==> src/rtl/histogram_reader.sv <==
// rtl/histogram_reader.sv - histogram RAM readout engine with optional clear-on-read
//
// Purpose: on START, sweeps bins 0..MAX_NUMBER of the shared single-port
// histogram RAM. Each {bin, count} pair goes out over a valid/ready handshake.
// When CLEAR was set at START, each bin is zeroed as its beat is accepted.
// Peak bin/count and the total of all counts are accumulated during the sweep
// and held until the next accepted START.
//
// Ports:
//   CLK, RST                  clock, asynchronous active-high reset
//   START, CLEAR              sweep request, clear-on-read select (sampled in IDLE)
//   BUSY, DONE                sweep in progress, one-cycle completion pulse
//   adr_rd                    RAM address (read and clear-write)
//   mem_q                     RAM read data, one cycle after address
//   mem_wr_en, mem_wr_data    RAM clear strobe and data (always zero)
//   bin_out, cnt_out          current beat: bin index and its count
//   valid_out, ready_in       beat handshake
//   peak_bin, peak_cnt, total sweep results
module histogram_reader #(
  parameter int MAX_NUMBER = 127,
  parameter int SIZE       = 7,
  localparam int AW        = $clog2(MAX_NUMBER),
  localparam int TW        = SIZE + AW + 1
) (
  input  logic            CLK,
  input  logic            RST,
  input  logic            START,
  input  logic            CLEAR,
  output logic            BUSY,
  output logic            DONE,
  output logic [AW-1:0]   adr_rd,
  input  logic [SIZE-1:0] mem_q,
  output logic            mem_wr_en,
  output logic [SIZE-1:0] mem_wr_data,
  output logic [AW-1:0]   bin_out,
  output logic [SIZE-1:0] cnt_out,
  output logic            valid_out,
  input  logic            ready_in,
  output logic [AW-1:0]   peak_bin,
  output logic [SIZE-1:0] peak_cnt,
  output logic [TW-1:0]   total
);

  typedef enum logic [2:0] {IDLE, ADDR, CAPT, SEND, FIN} state_t;

  localparam logic [AW-1:0] LAST = AW'(MAX_NUMBER);

  state_t          state_q, state_d;
  logic [AW-1:0]   idx_q, idx_d;
  logic            clr_q, clr_d;
  logic [AW-1:0]   bin_q, bin_d;
  logic [SIZE-1:0] cnt_q, cnt_d;
  logic            valid_q, valid_d;
  logic [AW-1:0]   peak_bin_q, peak_bin_d;
  logic [SIZE-1:0] peak_cnt_q, peak_cnt_d;
  logic [TW-1:0]   total_q, total_d;

  always_ff @(posedge CLK or posedge RST) begin
    if (RST) begin
      state_q    <= IDLE;
      idx_q      <= '0;
      clr_q      <= 1'b0;
      bin_q      <= '0;
      cnt_q      <= '0;
      valid_q    <= 1'b0;
      peak_bin_q <= '0;
      peak_cnt_q <= '0;
      total_q    <= '0;
    end else begin
      state_q    <= state_d;
      idx_q      <= idx_d;
      clr_q      <= clr_d;
      bin_q      <= bin_d;
      cnt_q      <= cnt_d;
      valid_q    <= valid_d;
      peak_bin_q <= peak_bin_d;
      peak_cnt_q <= peak_cnt_d;
      total_q    <= total_d;
    end
  end

  always_comb begin
    state_d    = state_q;
    idx_d      = idx_q;
    clr_d      = clr_q;
    bin_d      = bin_q;
    cnt_d      = cnt_q;
    valid_d    = valid_q;
    peak_bin_d = peak_bin_q;
    peak_cnt_d = peak_cnt_q;
    total_d    = total_q;
    case (state_q)
      IDLE: begin
        if (START) begin
          clr_d      = CLEAR;
          idx_d      = '0;
          peak_bin_d = '0;
          peak_cnt_d = '0;
          total_d    = '0;
          state_d    = ADDR;
        end
      end
      // RAM samples adr_rd at the edge leaving ADDR; data is on mem_q in CAPT.
      ADDR: state_d = CAPT;
      CAPT: begin
        cnt_d   = mem_q;
        bin_d   = idx_q;
        valid_d = 1'b1;
        total_d = total_q + TW'(mem_q);
        // Strict compare: on ties the earlier (lower) bin wins.
        if (mem_q > peak_cnt_q) begin
          peak_cnt_d = mem_q;
          peak_bin_d = idx_q;
        end
        state_d = SEND;
      end
      SEND: begin
        if (ready_in) begin
          valid_d = 1'b0;
          if (idx_q == LAST) begin
            state_d = FIN;
          end else begin
            idx_d   = idx_q + AW'(1);
            state_d = ADDR;
          end
        end
      end
      FIN:     state_d = IDLE;
      default: state_d = IDLE;
    endcase
  end

  assign BUSY        = (state_q != IDLE);
  assign DONE        = (state_q == FIN);
  assign adr_rd      = idx_q;
  // The clear write lands on idx at the accept edge, so each bin is written once.
  assign mem_wr_en   = (state_q == SEND) & ready_in & clr_q;
  assign mem_wr_data = '0;
  assign bin_out     = bin_q;
  assign cnt_out     = cnt_q;
  assign valid_out   = valid_q;
  assign peak_bin    = peak_bin_q;
  assign peak_cnt    = peak_cnt_q;
  assign total       = total_q;

endmodule

==> config.mk <==
export PLATFORM = sky130hd
export DESIGN_NAME = histogram_reader
export DESIGN_NICKNAME = d
export VERILOG_FILES = /design/src/rtl/histogram_reader.sv
export SDC_FILE = /design/constraint.sdc
export NUM_CORES = 1
export LEC_CHECK = 0
export BUFFER_PORTS_ARGS = -buffer_cell sky130_fd_sc_hd__buf_2
export CAP_MARGIN = 25
export CORE_AREA = 5 5 92 94
export CTS_CLUSTER_SIZE = 25
export DETAILED_ROUTE_END_ITERATION = 10
export DIE_AREA = 0 0 97 99
export SYNTH_ARGS = -nofsm -noshare
export SYNTH_HDL_FRONTEND = slang
export SYNTH_SLANG_ARGS = --single-unit
==> constraint.sdc <==
create_clock -name CLK -period 2.7 [get_ports CLK]
set_input_delay 0.135 -clock CLK [delete_from_list [all_inputs] [get_ports CLK]]
set_output_delay 0.135 -clock CLK [all_outputs]
set_load 0.005 [all_outputs]
==> results of run 1 <==
state kept, by name, indices dropped and copies added, names as in the netlist:
| signal | count |
|---|---|
| valid_out | 1 |
| peak_cnt | 7 |
| clr_q | 1 |
| adr_rd | 7 |
| total | 15 |
| cnt_out | 7 |
| state_q | 3 |
| bin_out | 7 |
| peak_bin | 7 |
power by group:
part / switching [mW] / leakage (nW) / internal (mW)
Clock: 0.292 / 0.0474 / 0.210
Sequential: 0.260 / 0.714 / 1.12
Combinational: 0.787 / 1.13 / 0.682
worst max-delay path: cells and delay by family, from the launching register on:
family	cells	cell delay, ns
DFF	1	0.38
and+or+nand+nor	1	0.13
AOI/OAI and AO/OA	3	0.77
adders and majority gates	1	0.24
muxes	1	0.42
buffers and inverters	1	0.07
synthesized netlist by cell type, types with 2 or more instances:
master    instances  area [um2]
a211oi_1          2       15.01
nand4_1           6       37.54
o211a_1           2       20.02
clkbuf_1          5       18.77
and2_1            2       12.51
a21oi_1           8       40.04
a21o_1            2       15.01
buf_4             8       60.06
o21ai_0          15       75.07
nor2_1           13       48.80
mux2i_1          15       150.1
xor2_1            3       26.28
a31o_2            4       35.03
mux2_4            2       30.03
buf_6             3       33.78
mux2_2            4       45.04
xnor2_1           4       35.03
nand2_1          75       281.5
o21bai_1          2       15.01
inv_1            20       75.07
nand3_1          12       60.06
nor4_1            2       12.51
and3_1            4       25.02
ha_1             15       187.7
buf_2             3       15.01
dfrtp_1          55        1376
per-layer routing:
| metal | share of wire | wire, um |
|---|---|---|
| met1 | 0.47 | 3238 |
| met3 | 0.045 | 311 |
| met2 | 0.48 | 3265 |
| met4 | 0.0050 | 34 |
| met5 | 0 | 0 |
metrics by stage:
stage	setup slack, ns	total power, mW	cells	cell area, um2
floorplan	0.8274	2.382	309	2943
finish	0.5709	3.347	471	3417
detailed placement	0.5481	2.888	461	3298
global placement	0.6212	2.847	461	3298
global route	0.4216	3.672	471	3417
CTS	0.5347	3.396	470	3407
worst max path at each step:
stage                     start          end  slack (ns)  cells past startpoint
floorplan              total[0]    total[14]        0.83                      7
global placement    peak_cnt[1]  peak_cnt[4]        0.62                      7
detailed placement  peak_cnt[4]  peak_cnt[4]        0.55                      6
CTS                 peak_cnt[4]  peak_cnt[4]        0.53                      6
global route        peak_cnt[4]  peak_cnt[5]        0.42                      6
finish              peak_cnt[1]  peak_cnt[4]        0.57                      7
kinds of logic after synthesis:
group / share of synthesized area
DFF: 0.4713
adders and majority gates: 0.07112
buffers and inverters: 0.06941
muxes: 0.07712
xor gates and xnor gates: 0.02099
AOI/OAI and AO/OA: 0.1037
and+or+nand+nor: 0.1851
other: 0.001284
timing repair:
| action | 4_1_cts | 5_1_grt |
|---|---|---|
| setup buffers | 0 | 0 |
| resized for setup | 0 | 0 |
| hold endpoints to repair | 23 | 1 |
| hold buffers | 1 | 1 |
layout make-up:
| type | count | area share |
|---|---|---|
| clock inverters | 2 | 0.004760 |
| repair buffers | 71 | 0.1098 |
| flip-flops and latches | 55 | 0.4028 |
| multi-input cells | 215 | 0.3991 |
| clock buffers | 6 | 0.02417 |
| inverters | 20 | 0.02197 |
| well taps | 102 | 0.03735 |
==> impl_results.md, run 1 <==
* Count of input and output buffers at 65
* Core area at 0.007567 mm2
* CP peak stage delay at 0.55 ns
* Min-Delay Path Class: input port to flop
* RSZ-0062 raised after global routing: no
* Vias per inst at 4.866
* Most frequent cells in the layout: nand2_1, buf_2, dfrtp_1
* Ys flop type: dfrtp_1
* Die width at between 90 and 100 um
* Worst Skew at 0.01570 ns
* Grt total ovfl at 0
* Synth Register Bits at 55
* Met3 usage at 0.03539
* Critical path class: flop to flop
* Synthesized netlist cell count at 303
* Via count at around 2300
* Post-DP HPWL at a little over 5 mm
* Synth Area per Inst at 9.638 um2
* Async SR Flop Fraction at 1.000
* TNS Setup at 0 ns
* Most common cell after layout, fill and taps aside: nand2_1
* Flop2flop setup slack at 0.57 ns
* Area occupied by registers at 0.001376 mm2
* Tightest Pin Transition at 0.6438 ns
* Worst VDD drop at 0.3258 mV
* Io pins at 73
* Die Ht at 99 um
* Average wire per cell in the routed design at 14.54 um
* Critical path startpoint category: flop
* Final hold viol count at 0
* Number of global-route vias before repair at 2333
* CTS tree: built
* H-tree depth at 2
* Min Hold Slack at around 0.068 ns
* Outcome: complete, no violations
* Mapped cell area at 0.002920 mm2
* Sink Count at 55
* Clock slew at reported path FFs at 0.11 ns
* NumNets Final at just under 400
* Router iterations before antenna repair at 4
* # DRC at 0
* Diode count at 0
* Met1 Use GR at 0.2000
* Num CTS Buffers at 5
* Total track usage at 0.1501
* Leakage at 1.887 nW
* Critical Path RT at 2.91 ns
* GR peak layer: met2
* Post-synth EDFFs at 0
* First-pass GRT wire length at 11.79 mm
* PwrDens at 979.5 mW/mm2
* MaxCap Viol Count at 0
* Layout fillers at 749
* Layout area overhead at 17.01%
* Worst R2R End: peak_cnt[4]
* # rows at 32
* CP endpoint kind: flop
* Hold Path Sink: cnt_out[2]
* Synth unique cells at 43
* Initial antenna violation count at 0
* Slew Limit Fails at 0
* Antenna Nets Post-Route at 0
* Starting DRT DRC Count at 105
* Util after Layout at 0.4516
* Seq/Total Area, Yosys at 0.4713
* Final worst path period need at 2.129 ns
* R2R depth at 7
* Highest clock rate at 469.7 MHz
* R2r startpoint: peak_cnt[1]
* Met2 usage at 0.2489
* Critical path arrival at 2.34 ns
* Slowest cell on the critical path: o221ai_4
* Routed WL at 6.850 mm
* Largest net degree at the start of global routing at 33
* Rel. slew slack at 0.5708
* Multi-input gate area at 0.001364 mm2
* Ys Warns at 0
* Worst skew pair latency at roughly 0.32 ns
* Ratio of cells with drive above 1 in the final layout at 0.2547
* CTS Buffer Depth at 2
* Setup Viol. Count Final at 0
* CP cell instances: inv_1, ha_1, nor2b_1, o21ai_1, a21oi_1, o221ai_4, mux2_2
* Hold path startpoint: mem_q[2]
* Hold path depth at 3
* Initial Util at 0.3859
* Die area at ~0.0096 mm2
* Tcrit/Tclk final at 0.7886
* Root Buffer: clkbuf_8
* Placer congestion estimate at 0.7657
* Largest fanout on the critical path at 14
(Power assumes the default switching activity.)
==> run 2: changes to the inputs <==
--- a/config.mk
+++ b/config.mk
@@ -5,12 +5,13 @@
 export SDC_FILE = /design/constraint.sdc
 export NUM_CORES = 1
 export LEC_CHECK = 0
+export ABC_AREA = 1
 export BUFFER_PORTS_ARGS = -buffer_cell sky130_fd_sc_hd__buf_2
 export CAP_MARGIN = 25
-export CORE_AREA = 5 5 92 94
+export CORE_AREA = 5 5 95 97
 export CTS_CLUSTER_SIZE = 25
 export DETAILED_ROUTE_END_ITERATION = 10
-export DIE_AREA = 0 0 97 99
+export DIE_AREA = 0 0 100 102
 export SYNTH_ARGS = -nofsm -noshare
 export SYNTH_HDL_FRONTEND = slang
 export SYNTH_SLANG_ARGS = --single-unit
==> constraint.sdc (replaced) <==
create_clock -name CLK -period 2.14 [get_ports CLK]
set_input_delay 0.107 -clock CLK [delete_from_list [all_inputs] [get_ports CLK]]
set_output_delay 0.107 -clock CLK [all_outputs]
set_load 0.005 [all_outputs]
==> run 2 against run 1 <==
Against the previous run:
- largest power group unchanged
- worst setup slack got worse by 0.20 ns
- clock power increased by 45%
- first-iteration DRC count decreased by 19%
- clock skew decreased by 0.010 ns
- final area increased by 7.2%
==> impl_results.md, run 2 <==
* Outcome: complete, no violations
* Die area at 0.01020 mm2 (+6.2%)
* Die width at 100 um (+3.1%)
* Io pins at 73 (unchanged)
* Most common cell after layout, fill and taps aside: nand2_1
* CP endpoint kind: flop
* CTS resizes at 0 (unchanged)
* Commonest cells in the netlist: nand2_1, dfrtp_1, inv_1, nor2_1, nand3_1
* Slowest cell on the critical path: dfrtp_1
* Starting DRT DRC Count at 85 (-19%)
* Seq/Total Area, Yosys at 0.4425 (-0.02882)
* Diode count at 0 (unchanged)
* Sink Count at 55 (unchanged)
* Slew Limit Fails at 0 (unchanged)
* Clock slew at reported path FFs at 0.10 ns (about the same)
* Setup Viol. Count Final at 0 (unchanged)
* Synth area leader: dfrtp_1
* Tcrit/Tclk final at 0.8247 (+0.03611)
* MaxCap Viol Count at 0 (unchanged)
* Post-DP HPWL at 5.411 mm (+5.4%)
* Initial antenna violation count at 0 (unchanged)
* Antenna Nets Post-Route at 0 (unchanged)
* CTS tree: built
* Die Ht at 102 um (+3.0%)
* RSZ-0062 raised after global routing: no
* Vias per inst at 4.572 (-6.0%)
* Num CTS Buffers at 5 (unchanged)
* Synth unique cells at 31 (-28%)
* Core area at 0.008051 mm2 (+6.4%)
* Worst Skew at 0.005543 ns (-0.01016 ns)
* Synthesized netlist cell count at 406 (+34%)
* Grt total ovfl at 0 (unchanged)
* Final worst path period need at 1.765 ns (-0.3643 ns)
* CP peak stage delay at 0.40 ns (-0.15 ns)
* First-pass GRT wire length at 12.07 mm (+2.4%)
* Worst VDD drop at 0.5292 mV (+62%)
* Area occupied by registers at 0.001376 mm2 (unchanged)
* Post-synth EDFFs at 0 (unchanged)
* H-tree depth at 2 (unchanged)
* Ratio of cells with drive above 1 in the final layout at 0.2232 (-0.03158)
* NumNets Final at 502 (+27%)
* CTS Buffer Depth at 2 (unchanged)
* Count leader, synth: nand2_1
* Largest fanout on the critical path at 4 (-10)
* CP dominant cell by count: nand2_1
* Largest register FFs at 15 (unchanged)
* Router iterations before antenna repair at 4 (unchanged)
* Critical path class: flop to flop
* Rel. slew slack at 0.5950 (+0.02416)
* Leakage at 2.101 nW (+11%)
* Critical path startpoint category: flop
* CP cell instances: ha_1, fa_1, nand2_1, nand2_1, nand3_1, nand2_1, nand2_1, o21ai_1, nand2_1, inv_1
* Count of input and output buffers at 65 (unchanged)
* Ys flop type: dfrtp_1
* Synth top area share at 0.4425 (-0.02882)
* Total track usage at 0.1458 (-0.004293)
* Critical path arrival at 1.98 ns (-0.36 ns)
* Number of global-route vias before repair at 2551 (+9.3%)
* PwrDens at 1122 mW/mm2 (+14%)
* Ys Warns at 0 (unchanged)
* Final worst setup slack at 0.3752 ns (-0.1957 ns)
* Initial Util at 0.3863 (+0.0004121)
* Async SR Flop Fraction at 1.000 (unchanged)
* Synth Register Bits at 55 (unchanged)
* Via count at 2652 (+16%)
* Bufs and invs on worst path at 1 (unchanged)
* Layout fillers at 839 (+12%)
* # DRC at 0 (unchanged)
* TNS Setup at 0 ns (unchanged)
* Tightest Pin Transition at 0.6067 ns (-0.03713 ns)
* Highest clock rate at 566.6 MHz (+21%)
* Mapped cell area at 0.003110 mm2 (+6.5%)
* Average wire per cell in the routed design at 12.39 um (-15%)
* # rows at 33 (+3.1%)
* Placer congestion estimate at 0.7997 (+4.4%)
* Worst skew pair latency at 0.31 ns (about the same)
* Synth Area per Inst at 7.661 um2 (-21%)
* Layout area overhead at 17.74%
* Most frequent cells in the layout: nand2_1, buf_2, dfrtp_1
* Root Buffer: clkbuf_8
* Final hold viol count at 0 (unchanged)
* Largest net degree at the start of global routing at 33 (unchanged)
* Synth area leaders: dfrtp_1, nand2_1, inv_1, ha_1, nor2_1
* CP delay by family, top: adder cells
* Min-Delay Path Class: input port to flop
* Post-Place Setup Slack at 0.3836 ns (-0.1644 ns)
* Critical Path RT at 2.36 ns (-0.55 ns)
* Multi-input gate area at 0.001439 mm2 (+5.5%)
* Routed WL at 7.187 mm (+4.9%)
run 2: routing by layer:
metal,routed length [um],GRT usage,up-vias
met5,0,0,-
met4,78,0.03731,0
met3,313,0.02389,7
met2,3309,0.2478,48
met1,3485,0.1950,1220
li1,-,-,1377
run 2: timing repair:
item	in CTS	in global routing
hold buffers	1	0
setup endpoints to repair	0	0
setup buffers	0	0
endpoints found under the hold margin	25	0
run 2: worst paths after layout:
kind	startpoint	end	slack [ns]	depth (start not counted)
worst min register to register	peak_bin[2]	peak_bin[2]	0.47	2
max in group asynchronous	RST	bin_out[4]	1.17	4
worst max register to register	total[0]	total[14]	0.38	10
min in group asynchronous	RST	total[14]	0.40	3
worst min-delay path	CLEAR	clr_q	0.04	3
worst max-delay path	total[0]	total[14]	0.38	10
run 2: cell families after synthesis:
| group | Yosys count | synth area share |
|---|---|---|
| AND/OR/NAND/NOR | 219 | 0.3021 |
| buffers and inverters | 73 | 0.1022 |
| flip-flops | 55 | 0.4425 |
| AO/OA/AOI/OAI | 37 | 0.07120 |
| adder cells (fa/ha/maj) | 16 | 0.06677 |
| XOR/XNOR | 5 | 0.01408 |
| other | 1 | 0.001206 |
run 2: final cells by class:
| class | count | share of cell area |
|---|---|---|
| tap | 105 | 0.03587 |
| multi-input combinational | 284 | 0.3929 |
| inverter | 58 | 0.06013 |
| timing repair buffer | 70 | 0.1032 |
| clock inverter | 2 | 0.009566 |
| sequential | 55 | 0.3758 |
| clock buffer | 6 | 0.02255 |
run 2: worst min-delay path: stages:
cell and delay [ns]:
buf_2 0.08, nor2_1 0.03, a21oi_1 0.10
run 2: where the power goes:
group	switching, mW	internal (mW)	total [mW]
sequential	0.200	1.31	1.51
clock	0.351	0.379	0.730
combinational	1.19	0.678	1.87
total	1.74	2.36	4.11
run 2: stage by stage:
step	cells	power, mW	hold WS, ns	util	cell area [um2]
3_3_place_gp	571	3.390	0.2167	0.4390	3535
2_1_floorplan	412	2.845	0.2348	-	3133
5_1_grt	580	4.494	0.06133	0.4549	3662
3_5_place_dp	571	3.423	0.2144	0.4390	3535
4_1_cts	580	4.167	0.03817	0.4549	3662
6_report	580	4.107	0.04273	0.4549	3662
==> run 3: changes to the inputs <==
==> constraint.sdc (replaced) <==
create_clock -name CLK -period 1.45 [get_ports CLK]
set_input_delay 0.0725 -clock CLK [delete_from_list [all_inputs] [get_ports CLK]]
set_output_delay 0.0725 -clock CLK [all_outputs]
set_load 0.005 [all_outputs]
==> run 3 against run 2 <==
Against the previous run:
- cell count is 6.9% higher
- largest power group unchanged
- first-iteration DRC count is 24% higher
- core utilization is 9.5 points higher
- sequential cell count stayed put
- maximum frequency is 7.8% higher
- the run now ends with negative setup slack left
- critical endpoint is now peak_bin[2]
- non-clock buffer count is 39 higher
- sequential power is 48% higher
- register-to-register slack worse by 0.56 ns
- die area stayed put
- clock skew is 0.0016 ns higher
- critical path type unchanged
- global-route usage is 0.73 points higher
- wire length is 15% higher
==> impl_results.md, run 3 (synthesized netlist as in run 2, its figures left out) <==
* Die area at 0.01020 mm2 (unchanged)
* TNS Setup at -3.156 ns (-3.156 ns)
* Antenna Nets Post-Route at 0 (unchanged)
* Leakage at 2.397 nW (+14%)
* CTS tree: built
* Grt total ovfl at 0 (unchanged)
* Failing checks: negative setup slack
* Largest net degree at the start of global routing at 56 (+70%)
* Hold path depth at 3 (unchanged)
* Router iterations before antenna repair at 4 (unchanged)
* Final hold viol count at 0 (unchanged)
* Most frequent cells in the layout: nand2_1, buf_2, dfrtp_1
* Final Instance Count excl. Fillers at 620 (+6.9%)
* CP dominant cell by count: nand2_1
* Io pins at 73 (unchanged)
* Num CTS Buffers at 5 (unchanged)
* DP Area at 0.003735 mm2 (+5.7%)
* Average wire per cell in the routed design at 13.28 um (+7.2%)
* Worst R2R End: peak_bin[2]
* Min Hold Slack at 0.01629 ns (-0.02644 ns)
* Worst Skew at 0.007128 ns (+0.001585 ns)
* Largest register FFs at 15 (unchanged)
* Sink Count at 55 (unchanged)
* Post-DP HPWL at 5.441 mm (+0.56%)
* Root Buffer: clkbuf_8
* Critical path startpoint category: flop
* Slowest cell on the critical path: dfrtp_1
* Critical path arrival at 1.85 ns (-0.13 ns)
* Count of input and output buffers at 65 (unchanged)
* Diode count at 0 (unchanged)
* Min-Delay Path Class: input port to flop
* Critical Path RT at 1.66 ns (-0.70 ns)
* CP peak stage delay at 0.40 ns (about the same)
* Post-layout instance area at 0.004428 mm2 (+21%)
* R2r startpoint: peak_cnt[6]
* PwrDens at 1667 mW/mm2 (+49%)
* Number of global-route vias before repair at 2750 (+7.8%)
* Hold path startpoint: CLEAR
* Via count at 2946 (+11%)
* Worst VDD drop at 0.9130 mV (+73%)
* CP endpoint kind: flop
* Outcome: complete, but fails checks
* Vias per inst at 4.752 (+3.9%)
* Routed WL at 8.236 mm (+15%)
* Most common cell after layout, fill and taps aside: nand2_1
* R2R depth at 11 (+1)
* Layout area overhead at 42.36%
* CP cell instances: inv_1, ha_4, nand2_1, nand2_1, a21oi_2, nand2_1, nand2_2, nand2_4, clkbuf_16, nand3_2, nand2_1
* Total track usage at 0.1531 (+0.007263)
* Flop2flop setup slack at -0.19 ns (-0.56 ns)
* DP Cell Count at 594 (+4.0%)
* Setup Viol. Count Final at 22 (+22)
* Die Ht at 102 um (unchanged)
* Util after Layout at 0.5500 (+0.09511)
* Hold Path Sink: clr_q
* Slew Limit Fails at 0 (unchanged)
* Largest fanout on the critical path at 7 (+3)
* Post-Place Setup Slack at -0.1591 ns (-0.5427 ns)
* Die width at 100 um (unchanged)
* NumNets Final at 542 (+8.0%)
* H-tree depth at 2 (unchanged)
* Ratio of cells with drive above 1 in the final layout at 0.4252 (+0.2021)
* Starting DRT DRC Count at 105 (+24%)
* RSZ-0062 raised after global routing: yes
* Critical path class: flop to flop
* CTS Buffer Depth at 2 (unchanged)
* Initial antenna violation count at 0 (unchanged)
* Total chip power at 7.382 mW (+80%)
* MaxCap Viol Count at 0 (unchanged)
* Final worst path period need at 1.636 ns (-0.1283 ns)
* Highest clock rate at 611.1 MHz (+7.8%)
* # rows at 33 (unchanged)
* Core area at 0.008051 mm2 (unchanged)
* Worst skew pair latency at 0.31 ns (about the same)
* Clock slew at reported path FFs at 0.10 ns (about the same)
* # DRC at 0 (unchanged)
* Final worst setup slack at -0.1865 ns (-0.5617 ns)
* First-pass GRT wire length at 12.66 mm (+4.9%)
* Layout fillers at 801 (-4.5%)
* Initial Util at 0.3863 (unchanged)
* Tcrit/Tclk final at 1.129 (+0.3039)
* Placer congestion estimate at 0.8178 (+2.3%)
[run 3: how the worst max path moves through the flow]
stage | end | startpoint | depth (start not counted)
2_1_floorplan | total[8] | total[0] | 10
3_3_place_gp | total[8] | total[0] | 10
3_5_place_dp | total[12] | total[0] | 10
4_1_cts | total[12] | total[0] | 10
5_1_grt | peak_cnt[1] | peak_cnt[6] | 11
6_report | peak_bin[2] | peak_cnt[6] | 11
[run 3: repair_timing]
item | in CTS | in global routing
hold buffers | 1 | 0
gates cloned | 0 | 2
pin swaps | 8 | 40
setup endpoints to repair | 33 | 35
resized for setup | 25 | 78
setup buffers | 4 | 12
endpoints found under the hold margin | 55 | 0
[run 3: layer usage]
layer  share of wire  global-route usage  wire length, um
met1            0.44              0.1896             3619
met3           0.045             0.02253              370
met5               0                   0                0
met4           0.011             0.04041               91
met2            0.50              0.2796             4154
[run 3: area by class of cell]
cell class / count / area, um2 / area share
Clock buffer: 6 / 72.57 / 0.01639
Clock inverter: 2 / 12.51 / 0.002826
Timing Repair Buffer: 109 / 711.9 / 0.1608
Inverter: 58 / 225.2 / 0.05086
Multi-Input combinational cell: 285 / 1896 / 0.4281
Sequential cell: 55 / 1379 / 0.3114
Tap cell: 105 / 131.4 / 0.02967
[run 3: power breakdown]
part	total (mW)	leakage, nW	switching, mW	internal [mW]
Sequential	2.23	0.727	0.302	1.93
Clock	0.842	0.0412	0.503	0.339
Combinational	4.31	1.63	2.42	1.88
[run 3: critical path: cells and delay by family (launching register included)]
family                   cells  cell delay [ns]
AND/OR/NAND/NOR              7             0.54
flip-flops                   1             0.40
buffers and inverters        2             0.28
adder cells (fa/ha/maj)      1             0.21
AO/OA/AOI/OAI                1             0.11
